==> src/rtl/mod_pcp_pkg.sv <==
// Shared definitions for the PCPI modular-arithmetic coprocessor:
// instruction field helpers, operation encoding and controller states.
package mod_pcp_pkg;

    localparam logic [6:0] CUSTOM0_OPCODE = 7'b0001011;

    // Operation selected by func3[1:0]; func3[2] must be 0 for a claim.
    typedef enum logic [1:0] {
        MODMUL = 2'b00,
        MODADD = 2'b01,
        MODSUB = 2'b10,
        MODRED = 2'b11
    } mod_op_t;

    typedef enum logic [1:0] {
        ST_IDLE = 2'b00,
        ST_EXEC = 2'b01,
        ST_DONE = 2'b10
    } state_t;

    function automatic logic [6:0] get_opcode(input logic [31:0] insn);
        return insn[6:0];
    endfunction

    function automatic logic [2:0] get_func3(input logic [31:0] insn);
        return insn[14:12];
    endfunction

    function automatic logic [6:0] get_func7(input logic [31:0] insn);
        return insn[31:25];
    endfunction

endpackage

==> src/rtl/mod_iter_engine.sv <==
// Bit-serial modular engine: shift-and-add multiply with interleaved
// reduction (MODMUL) and restoring reduction (MODRED), one bit per cycle,
// MSB first. res is the value the accumulator takes on the current step,
// so the caller can capture the final result on the same edge as done.
module mod_iter_engine
    import mod_pcp_pkg::*;
#(
    parameter int          XLEN = 32,
    parameter int unsigned Q    = 12289
) (
    input  logic            clk,
    input  logic            resetn,
    input  logic            start,
    input  mod_op_t         mode,
    input  logic [XLEN-1:0] a,
    input  logic [XLEN-1:0] b,
    output logic            done,
    output logic [XLEN-1:0] res
);

    localparam int QW = $clog2(Q);
    // Holds 2*acc + addend < 3*Q before the two conditional subtractions.
    localparam int AW = QW + 2;
    localparam int CW = $clog2(XLEN + 1);
    localparam logic [AW-1:0] QA = AW'(Q);

    logic [AW-1:0]   acc_q;
    logic [AW-1:0]   mcand_q;
    logic [XLEN-1:0] opnd_q;
    logic [CW-1:0]   cnt_q;
    mod_op_t         mode_q;

    logic [AW-1:0]   addend;
    logic [AW-1:0]   sum;
    logic [AW-1:0]   red1;
    logic [AW-1:0]   red2;

    // One iteration: double, add the current bit's contribution, then
    // subtract Q up to twice (the second is a no-op for MODRED).
    always_comb begin
        // NOTE: every always_comb output gets a default first so no path
        // leaves it unassigned, which would infer a latch.
        addend = '0;
        if (mode_q == MODMUL) begin
            addend = opnd_q[XLEN-1] ? mcand_q : '0;
        end else begin
            addend = AW'(opnd_q[XLEN-1]);
        end
        sum  = {acc_q[AW-2:0], 1'b0} + addend;
        red1 = (sum  >= QA) ? sum  - QA : sum;
        red2 = (red1 >= QA) ? red1 - QA : red1;
    end

    assign res  = XLEN'(red2);
    assign done = (cnt_q == CW'(1));

    // Load operands on start, then step once per cycle until the count expires.
    always_ff @(posedge clk or negedge resetn) begin
        // NOTE: sequential state uses non-blocking assignments so every
        // register samples pre-edge values, independent of statement order.
        if (!resetn) begin
            acc_q   <= '0;
            mcand_q <= '0;
            opnd_q  <= '0;
            cnt_q   <= '0;
            mode_q  <= MODMUL;
        end else if (start) begin
            acc_q   <= '0;
            mode_q  <= mode;
            mcand_q <= a[AW-1:0];
            if (mode == MODMUL) begin
                // Multiplier bits QW-1..0 are moved to the MSB so both modes
                // consume opnd_q from the top.
                opnd_q <= b << (XLEN - QW);
                cnt_q  <= CW'(QW);
            end else begin
                opnd_q <= a;
                cnt_q  <= CW'(XLEN);
            end
        end else if (cnt_q != '0) begin
            acc_q  <= red2;
            opnd_q <= opnd_q << 1;
            cnt_q  <= cnt_q - CW'(1);
        end
    end

endmodule

==> src/rtl/pcpi_modarith.sv <==
// PCPI modular-arithmetic coprocessor: decodes the custom-0 group, checks
// operand range, performs MODADD/MODSUB directly and hands MODMUL/MODRED to
// the bit-serial engine. All PCPI outputs come straight from registers.
module pcpi_modarith
    import mod_pcp_pkg::*;
#(
    parameter int          XLEN  = 32,
    parameter int unsigned Q     = 12289,
    parameter logic [6:0]  FUNC7 = 7'b0000101
) (
    input  logic            clk,
    input  logic            resetn,
    input  logic            pcpi_valid,
    input  logic [31:0]     pcpi_insn,
    input  logic [XLEN-1:0] pcpi_rs1,
    input  logic [XLEN-1:0] pcpi_rs2,
    output logic            pcpi_wr,
    output logic [XLEN-1:0] pcpi_rd,
    output logic            pcpi_busy,
    output logic            pcpi_ready,
    output logic            range_err
);

    localparam int QW = $clog2(Q);
    localparam int CW = $clog2(XLEN + 1);
    localparam logic [XLEN-1:0] QX = XLEN'(Q);

    if (Q < 2 || longint'(Q) >= (longint'(1) << (XLEN - 2))) begin : g_q_range
        $error("pcpi_modarith: Q must satisfy 2 <= Q < 2**(XLEN-2)");
    end

    state_t          state_q, state_d;
    logic [XLEN-1:0] a_q, b_q;
    mod_op_t         op_q;
    logic            err_q;
    logic [CW-1:0]   cnt_q;

    logic [2:0]      f3;
    mod_op_t         op_in;
    logic            claim;
    logic            accept;
    logic            err_in;
    logic            eng_start;
    logic [CW-1:0]   n_in;
    logic            last_cyc;
    logic [XLEN-1:0] sum, add_res, sub_res, result;
    logic            eng_done;
    logic [XLEN-1:0] eng_res;

    assign f3     = get_func3(pcpi_insn);
    assign op_in  = mod_op_t'(f3[1:0]);
    assign claim  = pcpi_valid && (get_opcode(pcpi_insn) == CUSTOM0_OPCODE) &&
                    (get_func7(pcpi_insn) == FUNC7) && !f3[2];
    assign accept = (state_q == ST_IDLE) && claim;

    assign err_in    = (op_in != MODRED) && ((pcpi_rs1 >= QX) || (pcpi_rs2 >= QX));
    assign eng_start = accept && !err_in && ((op_in == MODMUL) || (op_in == MODRED));
    assign last_cyc  = (state_q == ST_EXEC) && (cnt_q == CW'(1));

    // Cycle count for the accepted instruction.
    always_comb begin
        n_in = CW'(1);
        if (!err_in) begin
            case (op_in)
                MODMUL:  n_in = CW'(QW);
                MODRED:  n_in = CW'(XLEN);
                default: n_in = CW'(1);
            endcase
        end
    end

    // Single-cycle add/sub on the latched operands and final result select.
    always_comb begin
        sum     = a_q + b_q;
        add_res = (sum >= QX) ? sum - QX : sum;
        sub_res = (a_q >= b_q) ? a_q - b_q : a_q - b_q + QX;
        result  = eng_res;
        if (err_q) begin
            result = '1;
        end else begin
            case (op_q)
                MODADD:  result = add_res;
                MODSUB:  result = sub_res;
                default: result = eng_res;
            endcase
        end
    end

    mod_iter_engine #(
        .XLEN (XLEN),
        .Q    (Q)
    ) u_engine (
        .clk    (clk),
        .resetn (resetn),
        .start  (eng_start),
        .mode   (op_in),
        .a      (pcpi_rs1),
        .b      (pcpi_rs2),
        .done   (eng_done),
        .res    (eng_res)
    );

    // Controller next-state: DONE waits for pcpi_valid low to avoid re-execution.
    always_comb begin
        state_d = state_q;
        case (state_q)
            ST_IDLE: if (claim)      state_d = ST_EXEC;
            ST_EXEC: if (last_cyc)   state_d = ST_DONE;
            ST_DONE: if (!pcpi_valid) state_d = ST_IDLE;
            default: state_d = ST_IDLE;
        endcase
    end

    // Controller state register.
    always_ff @(posedge clk or negedge resetn) begin
        if (!resetn) begin
            state_q <= ST_IDLE;
        end else begin
            state_q <= state_d;
        end
    end

    // Operand latches, cycle counter and registered PCPI outputs.
    always_ff @(posedge clk or negedge resetn) begin
        if (!resetn) begin
            a_q        <= '0;
            b_q        <= '0;
            op_q       <= MODMUL;
            err_q      <= 1'b0;
            cnt_q      <= '0;
            pcpi_wr    <= 1'b0;
            pcpi_rd    <= '0;
            pcpi_busy  <= 1'b0;
            pcpi_ready <= 1'b0;
            range_err  <= 1'b0;
        end else begin
            pcpi_wr    <= 1'b0;
            pcpi_ready <= 1'b0;
            range_err  <= 1'b0;
            if (accept) begin
                a_q       <= pcpi_rs1;
                b_q       <= pcpi_rs2;
                op_q      <= op_in;
                err_q     <= err_in;
                cnt_q     <= n_in;
                pcpi_busy <= 1'b1;
            end
            if (state_q == ST_EXEC) begin
                cnt_q <= cnt_q - CW'(1);
            end
            if (last_cyc) begin
                pcpi_rd    <= result;
                pcpi_wr    <= 1'b1;
                pcpi_ready <= 1'b1;
                range_err  <= err_q;
                pcpi_busy  <= 1'b0;
            end
        end
    end

    // The engine's own bit counter must expire on the controller's last cycle.
    always_ff @(posedge clk) begin
        if (resetn && (state_q == ST_EXEC) && !err_q &&
            ((op_q == MODMUL) || (op_q == MODRED))) begin
            assert (eng_done == (cnt_q == CW'(1)));
        end
    end

endmodule
==> config.mk <==
export PLATFORM = sky130hd
export DESIGN_NAME = pcpi_modarith
export DESIGN_NICKNAME = d
export VERILOG_FILES = /design/src/rtl/mod_pcp_pkg.sv /design/src/rtl/mod_iter_engine.sv /design/src/rtl/pcpi_modarith.sv
export SDC_FILE = /design/constraint.sdc
export NUM_CORES = 1
export LEC_CHECK = 0
export CAP_MARGIN = 30
export CORE_MARGIN = 2
export CORE_UTILIZATION = 60
export CTS_BUF_LIST = sky130_fd_sc_hd__clkbuf_8
export DETAILED_ROUTE_END_ITERATION = 10
export PLACE_DENSITY = 0.86
export SKIP_CTS_REPAIR_TIMING = 1
export SLEW_MARGIN = 0
export SYNTH_ARGS = -nofsm -noshare
export SYNTH_HDL_FRONTEND = slang
export SYNTH_SLANG_ARGS = --single-unit
==> constraint.sdc <==
create_clock -name clk -period 10.6 [get_ports clk]
set_input_delay 1.59 -clock clk [delete_from_list [all_inputs] [get_ports clk]]
set_output_delay 1.59 -clock clk [all_outputs]
set_load 0.02 [all_outputs]
* After elaboration in Yosys (flattened, before gate mapping)
Index checks and enable logic that the tools add are counted.
** Storage, ports and cells
- Bits in registers :: 181
- Output and inout port bits :: 36
- Logic and storage cells :: 90
** Cells by class
- Add/sub/neg operators :: 9
- Order comparisons :: 6
- Equal/unequal tests :: 12
- Mux-type cells :: 28
- Reduce and logical (&&, ||, !) cells :: 20
** Operator list (count)
- two-way mux 32 bit :: 6
- greater-or-equal comparator 32 x 14 -> 1 bit, second input constant :: 3
- two-way mux 16 bit :: 4
- one-hot mux 32 bit (2 select lines) :: 1
- two-way mux 6 bit :: 6
- adder 32 x 14 -> 32 bit, second input constant :: 1
- adder 32 bit :: 1
- greater-or-equal comparator 16 x 14 -> 1 bit, second input constant :: 2
- greater-or-equal comparator 32 bit :: 1
- subtractor 16 x 14 -> 16 bit, second input constant :: 2
- subtractor 32 x 14 -> 32 bit, second input constant :: 1
- subtractor 32 bit :: 1
- two-way mux 15 bit :: 2
- adder 16 bit :: 1
- one-hot mux 6 bit (2 select lines) :: 1
- subtractor 6 x 1 -> 6 bit, second input constant :: 2
- logical AND 1 bit :: 8
- != test 2 bit, second input constant :: 4
- == test 7 x 3 -> 1 bit, second input constant :: 1
- == test 7 x 4 -> 1 bit, second input constant :: 1
- == test 2 bit, second input constant :: 3
- == test 6 x 1 -> 1 bit, second input constant :: 1
- logical NOT 2 bit :: 3
- two-way mux 2 bit :: 3
- 8 further kinds :: 16

* Depth between registers and ports, before layout
Gate-level depths: netlist of the first run.
- Depth after elaboration :: 9
- Mapped depth :: 24
- Mapped depth without buffers :: 21

* Cells and area by module
From an unflattened synthesis of the first run, not the netlist that was laid out.
** Second synthesis, totals
- Cell total of the unflattened synthesis :: 2213
- Area, all modules :: 16955.0 sq um
** By module, submodules not included
- pcpi_modarith :: times used 1, cells an instance 1522, area each 11300.8 sq um, sequential area each 2752.6 sq um
- mod_iter_engine :: times used 1, cells an instance 691, area each 5654.2 sq um, sequential area each 1776.7 sq um

* Worst setup path before layout of the first run
Ideal clock, no wire load.
- Path kind :: register to register
- From :: reg u_engine.mode_q[1]
- To :: reg pcpi_rd[1]
- Setup time :: 94 ps
- Data arrival time :: 5642 ps
- Setup slack :: 4864 ps
- Cell stages (with the launch flop) :: 23
- Path buffers :: 2
- Path through :: dfrtp_1 -> nor3b_1 -> clkbuf_1 -> and2_1 -> ha_1 -> inv_1 -> fa_1 -> and2b_4 -> o22ai_1 -> xnor2_1 -> or4_4 -> nor4b_4 -> a21oi_2 -> nor2_1 -> xnor2_1 -> ha_1 -> nor3b_1 -> o21ai_0 -> o41a_1 -> buf_6 -> nor2_4 -> mux2_2 -> a211oi_1
** Between the ends
- Cells in the longest elaborated chain, start to end :: 9
- Elaborated cells between the ends (all ways) :: 11
- Classes of those cells :: add/sub (3); order compare (2); mux (5); reduce/logical (1)
** RTL lines
- from (decl) :: line mod_iter_engine.sv:31 : mod_op_t mode_q;
- from (signal assigned) :: line mod_iter_engine.sv:69 : mode_q <= mode;
- logical NOT 2 bit (*) :: line mod_iter_engine.sv:44 : if (mode_q == MODMUL) begin
- two-way mux 16 bit (*) :: line mod_iter_engine.sv:44
- adder 16 bit (*) :: line mod_iter_engine.sv:49 : sum = {acc_q[AW-2:0], 1'b0} + addend;
- subtractor 16 x 14 -> 16 bit / greater-or-equal comparator 16 x 14 -> 1 bit (equally long branches) :: line mod_iter_engine.sv:50 : red1 = (sum >= QA) ? sum - QA : sum;
- two-way mux 16 bit (*) :: line mod_iter_engine.sv:50
- subtractor 16 x 14 -> 16 bit / greater-or-equal comparator 16 x 14 -> 1 bit (equally long branches) :: line mod_iter_engine.sv:51 : red2 = (red1 >= QA) ? red1 - QA : red1;
- two-way mux 16 bit (*) :: line mod_iter_engine.sv:51
- one-hot mux 32 bit (2 select lines) (*) :: line pcpi_modarith.sv:81 : case (op_q)
- two-way mux 32 bit (*) :: line pcpi_modarith.sv:78 : if (err_q) begin
- to (signal assigned) :: line pcpi_modarith.sv:152 : pcpi_rd <= result;
- to (decl) :: line pcpi_modarith.sv:18 : output logic [XLEN-1:0] pcpi_rd,
Mark *: on every way between the ends. The rest lies on a longest branch, timed or not.
A chain may end at the register's enable or synchronous reset.

* Final worst setup path of the first run
- From :: reg u_engine.mode_q[1]
- To :: reg pcpi_rd[12]
Same word-level chain as after synthesis.

==> summary.txt, run 1 <==
Critical path
  • Worst Path Max Fanout: 15
  • Crit path from: u_engine.mode_q[1]
  • CP Launch Type: flop
  • Arrival time of the worst setup path: roughly 7000 ps
  • Setup Crit Path Kind: flop to flop
  • FF-to-FF Start: u_engine.mode_q[1]
  • Req. time, crit path: 10920 ps
  • Crit end category: flop

Pwr
  • P_leak: ~7.5 nW
  • Total Power: 2.30 mW
  • VDD IR max: approximately 0.089 mV
  • PD cells: about 130 nW/um^2

Clocking
  • Clock transition at the registers of the reported paths: 110 ps
  • Clk_lat worst skew: roughly 500 ps
  • TritonCTS clock tree: yes
  • Clock buffer count from CTS: 17
  • H-tree depth: 4
  • Clk sinks: between 150 and 200
  • Longest Clk Path Bufs: 2
  • CTS root buf: clkbuf_8

Synthesis
  • Adder-Cell Fraction of Synth Area: 7.56%
  • Warnings from Yosys: 0
  • Complex-gate fraction of the synthesized area: 25.0%
  • Largest cells by area after synthesis: dfrtp_1, ha_1, nand2_1
  • Largest family of logic cells by synthesized area: compound AO/OA/AOI/OAI gates
  • Post-synthesis sequential area ratio: 28.3%
  • Synth top area share: 28.3%
  • Mean Syn Cell Area: 7.97 sq um
  • Main synth FF type: dfrtp_1
  • Post-synth EDFFs: 0
  • FFs w/ async S/R, synth: 100%
  • Mapped Area: 16000 sq um
  • Simple-gate area share of the yosys netlist: 24.9%
  • XOR/XNOR share of the synthesized area: under 10%
  • Syn nets: 2203
  • Mapped Cells: about 2000
  • Yosys reg bits: 181
  • Mux contribution to synthesized area: 3.35%
  • Distinct cell type count after synthesis: 102
  • Cell taking the most area after synthesis: dfrtp_1

Min path
  • Hold_sp: u_engine.mcand_q[3]
  • Hold Crit Class: flop to flop

Outcome
  • Outcome: complete, but fails checks
  • Failing checks: DRC

Floorplan
  • Die height: around 170 microns
  • Core Area: about 26000 sq um
  • Die Area: 28000 sq um
  • Initial Utilization: between 60% and 70%
  • # IOs: 135
  • Die X-Extent: 167 microns
  • Core Rows: 59

Layout
  • Fin nets: between 2000 and 2500
  • Antenna Cells: 0
  • Share of cells above drive strength 1: about 6.7%
  • Area delta synth->final: 11.2%

Route
  • DR vias: about 16000
  • 1st-iter DRT viols: ~2200
  • 1st-pass router iterations: 9
  • Vias/cell: approximately 6.7
  • Wire per inst: 21.2 microns
  • Total Wirelength: between 50 and 60 mm
  • DR DRC count: 5
  • Final ANT Viol Nets: 0

Timing
  • Unrepaired setup endpoints after global routing: no
  • Clock skew: 41.8 ps
  • Peak Freq: 150 MHz
  • Final worst path period share: 62.8%
  • Fin. Hold Viols: 0
  • Worst-margin pin slew: 1080 ps
  • Setup TNS: 0 ps
  • Slew headroom: between 20% and 30%
  • Number of setup violations in the final report: 0
  • Tmin final: between 6000 and 7000 ps
  • Final count of pins violating max slew: 0

Placement
  • GPL Wtd Cong: 0.977
  • Port Buf Inserts: 119
  • Post-DP HPWL: about 40 mm

Global route
  • Largest net degree at the start of global routing: about 110
  • First-pass GRT wire length: between 70 and 80 mm
  • Antenna violations before repair: 1
  • All-Layer GR Usage: 35.6%
  • Total grt overflow: 0
  • Vias in the first global route: 14636

Job
  • Max cap viols: 0
## where the power goes
| group | leakage [nW] | internal (mW) | total, mW | switching (mW) |
|---|---|---|---|---|
| clock network | 0.224 | 0.211 | 0.553 | 0.342 |
| registers | 2.29 | 0.736 | 0.778 | 0.0417 |
| logic | 5.01 | 0.333 | 0.971 | 0.638 |
| total | 7.52 | 1.28 | 2.30 | 1.02 |
## worst max-delay path, stage by stage (launching register included)
cell and delay, ps:
dfrtp_1 410, nor3b_1 220, buf_4 210, and2_1 190, ha_1 220, inv_1 70, fa_1 430, and2b_4 330
o22ai_1 110, xnor2_1 270, or4_4 630, nor4b_4 350, a21oi_2 190, nor2_1 490, xnor2_1 260, ha_1 420
o21ai_0 160, nor4_1 630, a21oi_1 110, xor2_1 560, a221oi_1 230
## per-stage QoR
step | area (sq um) | hold slack (ps) | util [%] | setup WS, ps | instances
2_1_floorplan | 16000 | 437 | - | 4860 | 2009
3_3_place_gp | 17200 | 453 | 66.0 | 4210 | 2360
3_5_place_dp | 17300 | 458 | 66.1 | 4130 | 2361
4_1_cts | 17700 | 486 | 67.8 | 4080 | 2393
5_1_grt | 17800 | 508 | 68.1 | 3500 | 2396
6_report | 17800 | 484 | 68.1 | 3940 | 2396
## cell usage after synthesis, types with 29 or more instances
cell type / n
nand3_1: 76
xor2_1: 35
a211oi_1: 48
inv_1: 83
nor2_1: 139
ha_1: 92
nand2_1: 252
dfrtp_1: 181
nor2b_1: 33
a31oi_1: 49
nor3_1: 42
o21ai_0: 124
and2_1: 44
a21oi_1: 114
clkbuf_1: 90
mux2_2: 37
nor4_1: 39
xnor2_1: 72
a21o_1: 29
## path summary, 6_finish.rpt
path | endpoint | slack (ps) | cells after the start
worst min-delay path | u_engine.mcand_q[3] | 480 | 2
worst min register to register | u_engine.mcand_q[3] | 480 | 2
max in group asynchronous | u_engine.acc_q[4] | 8680 | 3
worst max register to register | pcpi_rd[12] | 3940 | 20
worst max-delay path | pcpi_rd[12] | 3940 | 20
min in group asynchronous | a_q[27] | 980 | 1
## flip-flops by register name, indices dropped and copies added, names as in the netlist, 6 cells and up
register,cells
cnt_q,6
u_engine.opnd_q,32
b_q,32
u_engine.mcand_q,16
a_q,32
pcpi_rd,32
u_engine.acc_q,15
u_engine.cnt_q,6
## cells in the final DEF (no fill, tap or decap), drive strengths merged, types with 17 or more instances in the layout
cell	Yosys	layout
a211oi	52	52
a21o	29	29
a21oi	115	115
a31oi	50	50
and2	44	44
buf	25	17
clkbuf	90	17
clkdlybuf4s50	0	118
dfrtp	181	181
ha	92	92
inv	83	91
mux2	37	37
nand2	252	252
nand3	76	76
nand4	24	24
nor2	140	140
nor2b	33	33
nor3	43	43
nor4	39	39
o211ai	28	28
o21ai	131	131
o31ai	22	22
or3	26	26
xnor2	72	72
xor2	35	35
## cells by family (layout without fill, tap and decap cells)
| logic type | count (synthesis) | after routing |
|---|---|---|
| simple gates | 786 | 786 |
| buf+inv | 202 | 254 |
| fa+ha+maj | 95 | 95 |
| mux | 49 | 49 |
| flops | 181 | 181 |
| compound gates | 589 | 589 |
| xor+xnor | 107 | 107 |
## final cells by class
cell class                      count  area (sq um)
Sequential cell                   181          4530
Clock inverter                     15           218
Inverter                           87           327
Tap cell                          335           419
Fill cell                        2177          8320
Clock buffer                       17           234
Timing Repair Buffer              135          1390
Multi-Input combinational cell   1626         10700
## routing by layer
layer	part of all wire (%)	wire (microns)	global-route usage [%]	up-vias
li1	-	-	-	7455
met3	10	5240	6.71	112
met1	45	22800	53.9	7632
met4	3.2	1650	11.9	0
met2	42	21200	51.1	843
met5	0	0	0	-
No activity file was read; power rests on OpenSTA's default activity.
==> inputs of run 2 (changes only) <==
- clock period: 10.6 -> 6.65 ns (I/O delays scaled with it)
==> run 2 against run 1 <==
Compared with the run above:
- the flow still finishes with violations (DRC)
- via count up 1.3%
- register-to-register slack lost 3600 ps
- flip-flop and latch count unchanged
- first-iteration DRC count down 3.5%
- cell area shrank 0.37%
- die area unchanged
- sequential power up 59%
- maximum frequency is 6.2% higher
- global-route usage fell by 0.63 points
- critical path type unchanged
- highest routed layer unchanged
==> summary.txt, run 2 (synthesized netlist as in run 1, its figures left out) <==
Critical path
  • Crit end category: flop
  • Setup Crit Path Kind: flop to flop
  • Arrival time of the worst setup path: 6600 ps (-370 ps)
  • Worst Path Max Fanout: 15 (unchanged)
  • R2r setup slk: 380 ps (-3560 ps)
  • Req. time, crit path: 6980 ps (-3940 ps)
  • CP Launch Type: flop

Pwr
  • Logic pwr share: 42.2% (about the same)
  • VDD IR max: 0.166 mV (+86%)
  • Pint: 2.03 mW (+58%)
  • Sw frac: 44.5% (+0.11 points)
  • Switching power: 1.63 mW (+59%)
  • Clock power frac: 23.7% (-0.3 points)
  • PD cells: 206 nW/um^2 (+59%)
  • Sequential Power Share: 34.1% (+0.3 points)
  • P_leak: 7.49 nW (-0.37%)

Route
  • Final ANT Viol Nets: 0 (unchanged)
  • Total Wirelength: 49.5 mm (-2.6%)
  • 1st-pass router iterations: 9 (unchanged)
  • Vias/cell: 6.78 (+1.2%)
  • Wire per inst: 20.7 microns (-2.7%)
  • DR DRC count: 5 (unchanged)
  • 1st-iter DRT viols: 2116 (-3.5%)
  • DR vias: 16243 (+1.3%)

Placement
  • Post-DP HPWL: 38.1 mm (-2.1%)
  • Port Buf Inserts: 119 (unchanged)
  • Pre-CTS setup slack: 625 ps (-3500 ps)
  • GPL Wtd Cong: 0.951 (-2.6%)
  • Placed Cells incl. Taps: 2364 (+0.13%)

Clocking
  • TritonCTS clock tree: yes
  • Clk_lat worst skew: 490 ps (about the same)
  • H-tree depth: 4 (unchanged)
  • Longest Clk Path Bufs: 2 (unchanged)
  • Clk sinks: 181 (unchanged)
  • CTS root buf: clkbuf_8
  • Clock buffer count from CTS: 17 (unchanged)
  • Clock transition at the registers of the reported paths: 140 ps (+30 ps)

Timing
  • Final hold slack: 480 ps (-3.95 ps)
  • Worst Slack Setup Final: 384 ps (-3560 ps)
  • Clock skew: 27.3 ps (-14.5 ps)
  • Tmin final: 6270 ps (-390 ps)
  • Fin. Hold Viols: 0 (unchanged)
  • Final worst path period share: 94.2% (+31 points)
  • Final count of pins violating max slew: 0 (unchanged)
  • Unrepaired setup endpoints after global routing: no
  • Slew headroom: 29.6% (+2.6 points)
  • Peak Freq: 160 MHz (+6.2%)
  • Setup TNS: 0 ps (unchanged)
  • Number of setup violations in the final report: 0 (unchanged)
  • Worst-margin pin slew: 1040 ps (-42.0 ps)

Layout
  • Share of cells above drive strength 1: 6.74% (+0.045 points)
  • Fin nets: 2243 (+0.045%)
  • Antenna Cells: 0 (unchanged)
  • Most common cell after layout, fill and taps aside: nand2_1
  • Final cell count without fillers: 2397 (+0.042%)
  • Final design utilization: 67.9% (-0.25 points)
  • Most frequent cells in the layout: nand2_1, dfrtp_1, nor2_1
  • Area delta synth->final: 10.8%

Global route
  • Antenna violations before repair: 0 (-1)
  • Total grt overflow: 0 (unchanged)
  • Largest net degree at the start of global routing: 100 (-12%)
  • Vias in the first global route: 14708 (+0.49%)
  • All-Layer GR Usage: 35.0% (-0.63 points)
  • First-pass GRT wire length: 78.7 mm (-0.81%)

Floorplan
  • Core Rows: 59 (unchanged)
  • Die X-Extent: 167 microns (unchanged)
  • Core Area: 26100 sq um (unchanged)
  • Die height: 167 microns (unchanged)
  • # IOs: 135 (unchanged)
  • Initial Utilization: 61.3% (unchanged)
  • Die Area: 28000 sq um (unchanged)

Min path
  • Hold Crit Class: primary input to async pin

Outcome
  • Outcome: complete, but fails checks
  • Failing checks: DRC

Job
  • Max cap viols: 0 (unchanged)
## run 2: area by class of cell
cell class                 instances  area, sq um
multi-input combinational       1626        10700
fill                            2203         8390
sequential                       181         4530
timing repair buffer             136         1320
tap                              335          419
inverter                          87          327
clock buffer                      17          234
clock inverter                    15          226
## run 2: metrics by stage
| step | power (mW) | instance area (sq um) |
|---|---|---|
| floorplan | 2.29 | 16000 |
| global placement | 2.73 | 17300 |
| detailed placement | 2.76 | 17300 |
| CTS | 3.61 | 17700 |
| global route | 3.83 | 17700 |
| finish | 3.65 | 17700 |
## run 2: routing by layer
layer / vias to the layer above / global-route usage, % / share of wire, %
met4: 0 / 11.8 / 3.1
met1: 7757 / 53.3 / 45
met2: 931 / 51.1 / 42
li1: 7455 / - / -
met5: - / 0 / 0
met3: 100 / 4.70 / 9.6
## run 2: path summary, 6_finish.rpt
| check | start | to | cells past startpoint |
|---|---|---|---|
| setup / recovery | u_engine.mode_q[1] | pcpi_rd[12] | 21 |
| hold / removal | resetn | a_q[18] | 1 |
| setup reg to reg | u_engine.mode_q[1] | pcpi_rd[12] | 21 |
| hold reg to reg | u_engine.mcand_q[8] | u_engine.mcand_q[8] | 2 |
| max in group asynchronous | resetn | a_q[15] | 2 |
| min in group clk | u_engine.mcand_q[8] | u_engine.mcand_q[8] | 2 |
## run 2: power groups by stage
stage	registers, mW	clock network (mW)	logic (mW)
after global routing	1.25	0.912	1.67
after global placement	1.26	0	1.47
after floorplan	1.23	0	1.06
after detailed placement	1.26	0	1.50
after CTS	1.24	0.867	1.50
final	1.24	0.866	1.54
## run 2: worst max-delay path, stage by stage (launching register included)
cell,delay (ps)
dfrtp_1,430
nor3b_1,290
buf_4,240
and2_1,150
ha_1,180
inv_1,70
fa_1,420
and2b_4,320
o22ai_1,100
xnor2_1,270
or4_4,630
nor4b_4,330
a21o_1,240
nand2_1,190
o21ai_0,360
ha_1,220
buf_4,160
o21ai_0,110
nor4_1,650
a21oi_1,120
xor2_1,470
a221oi_1,170
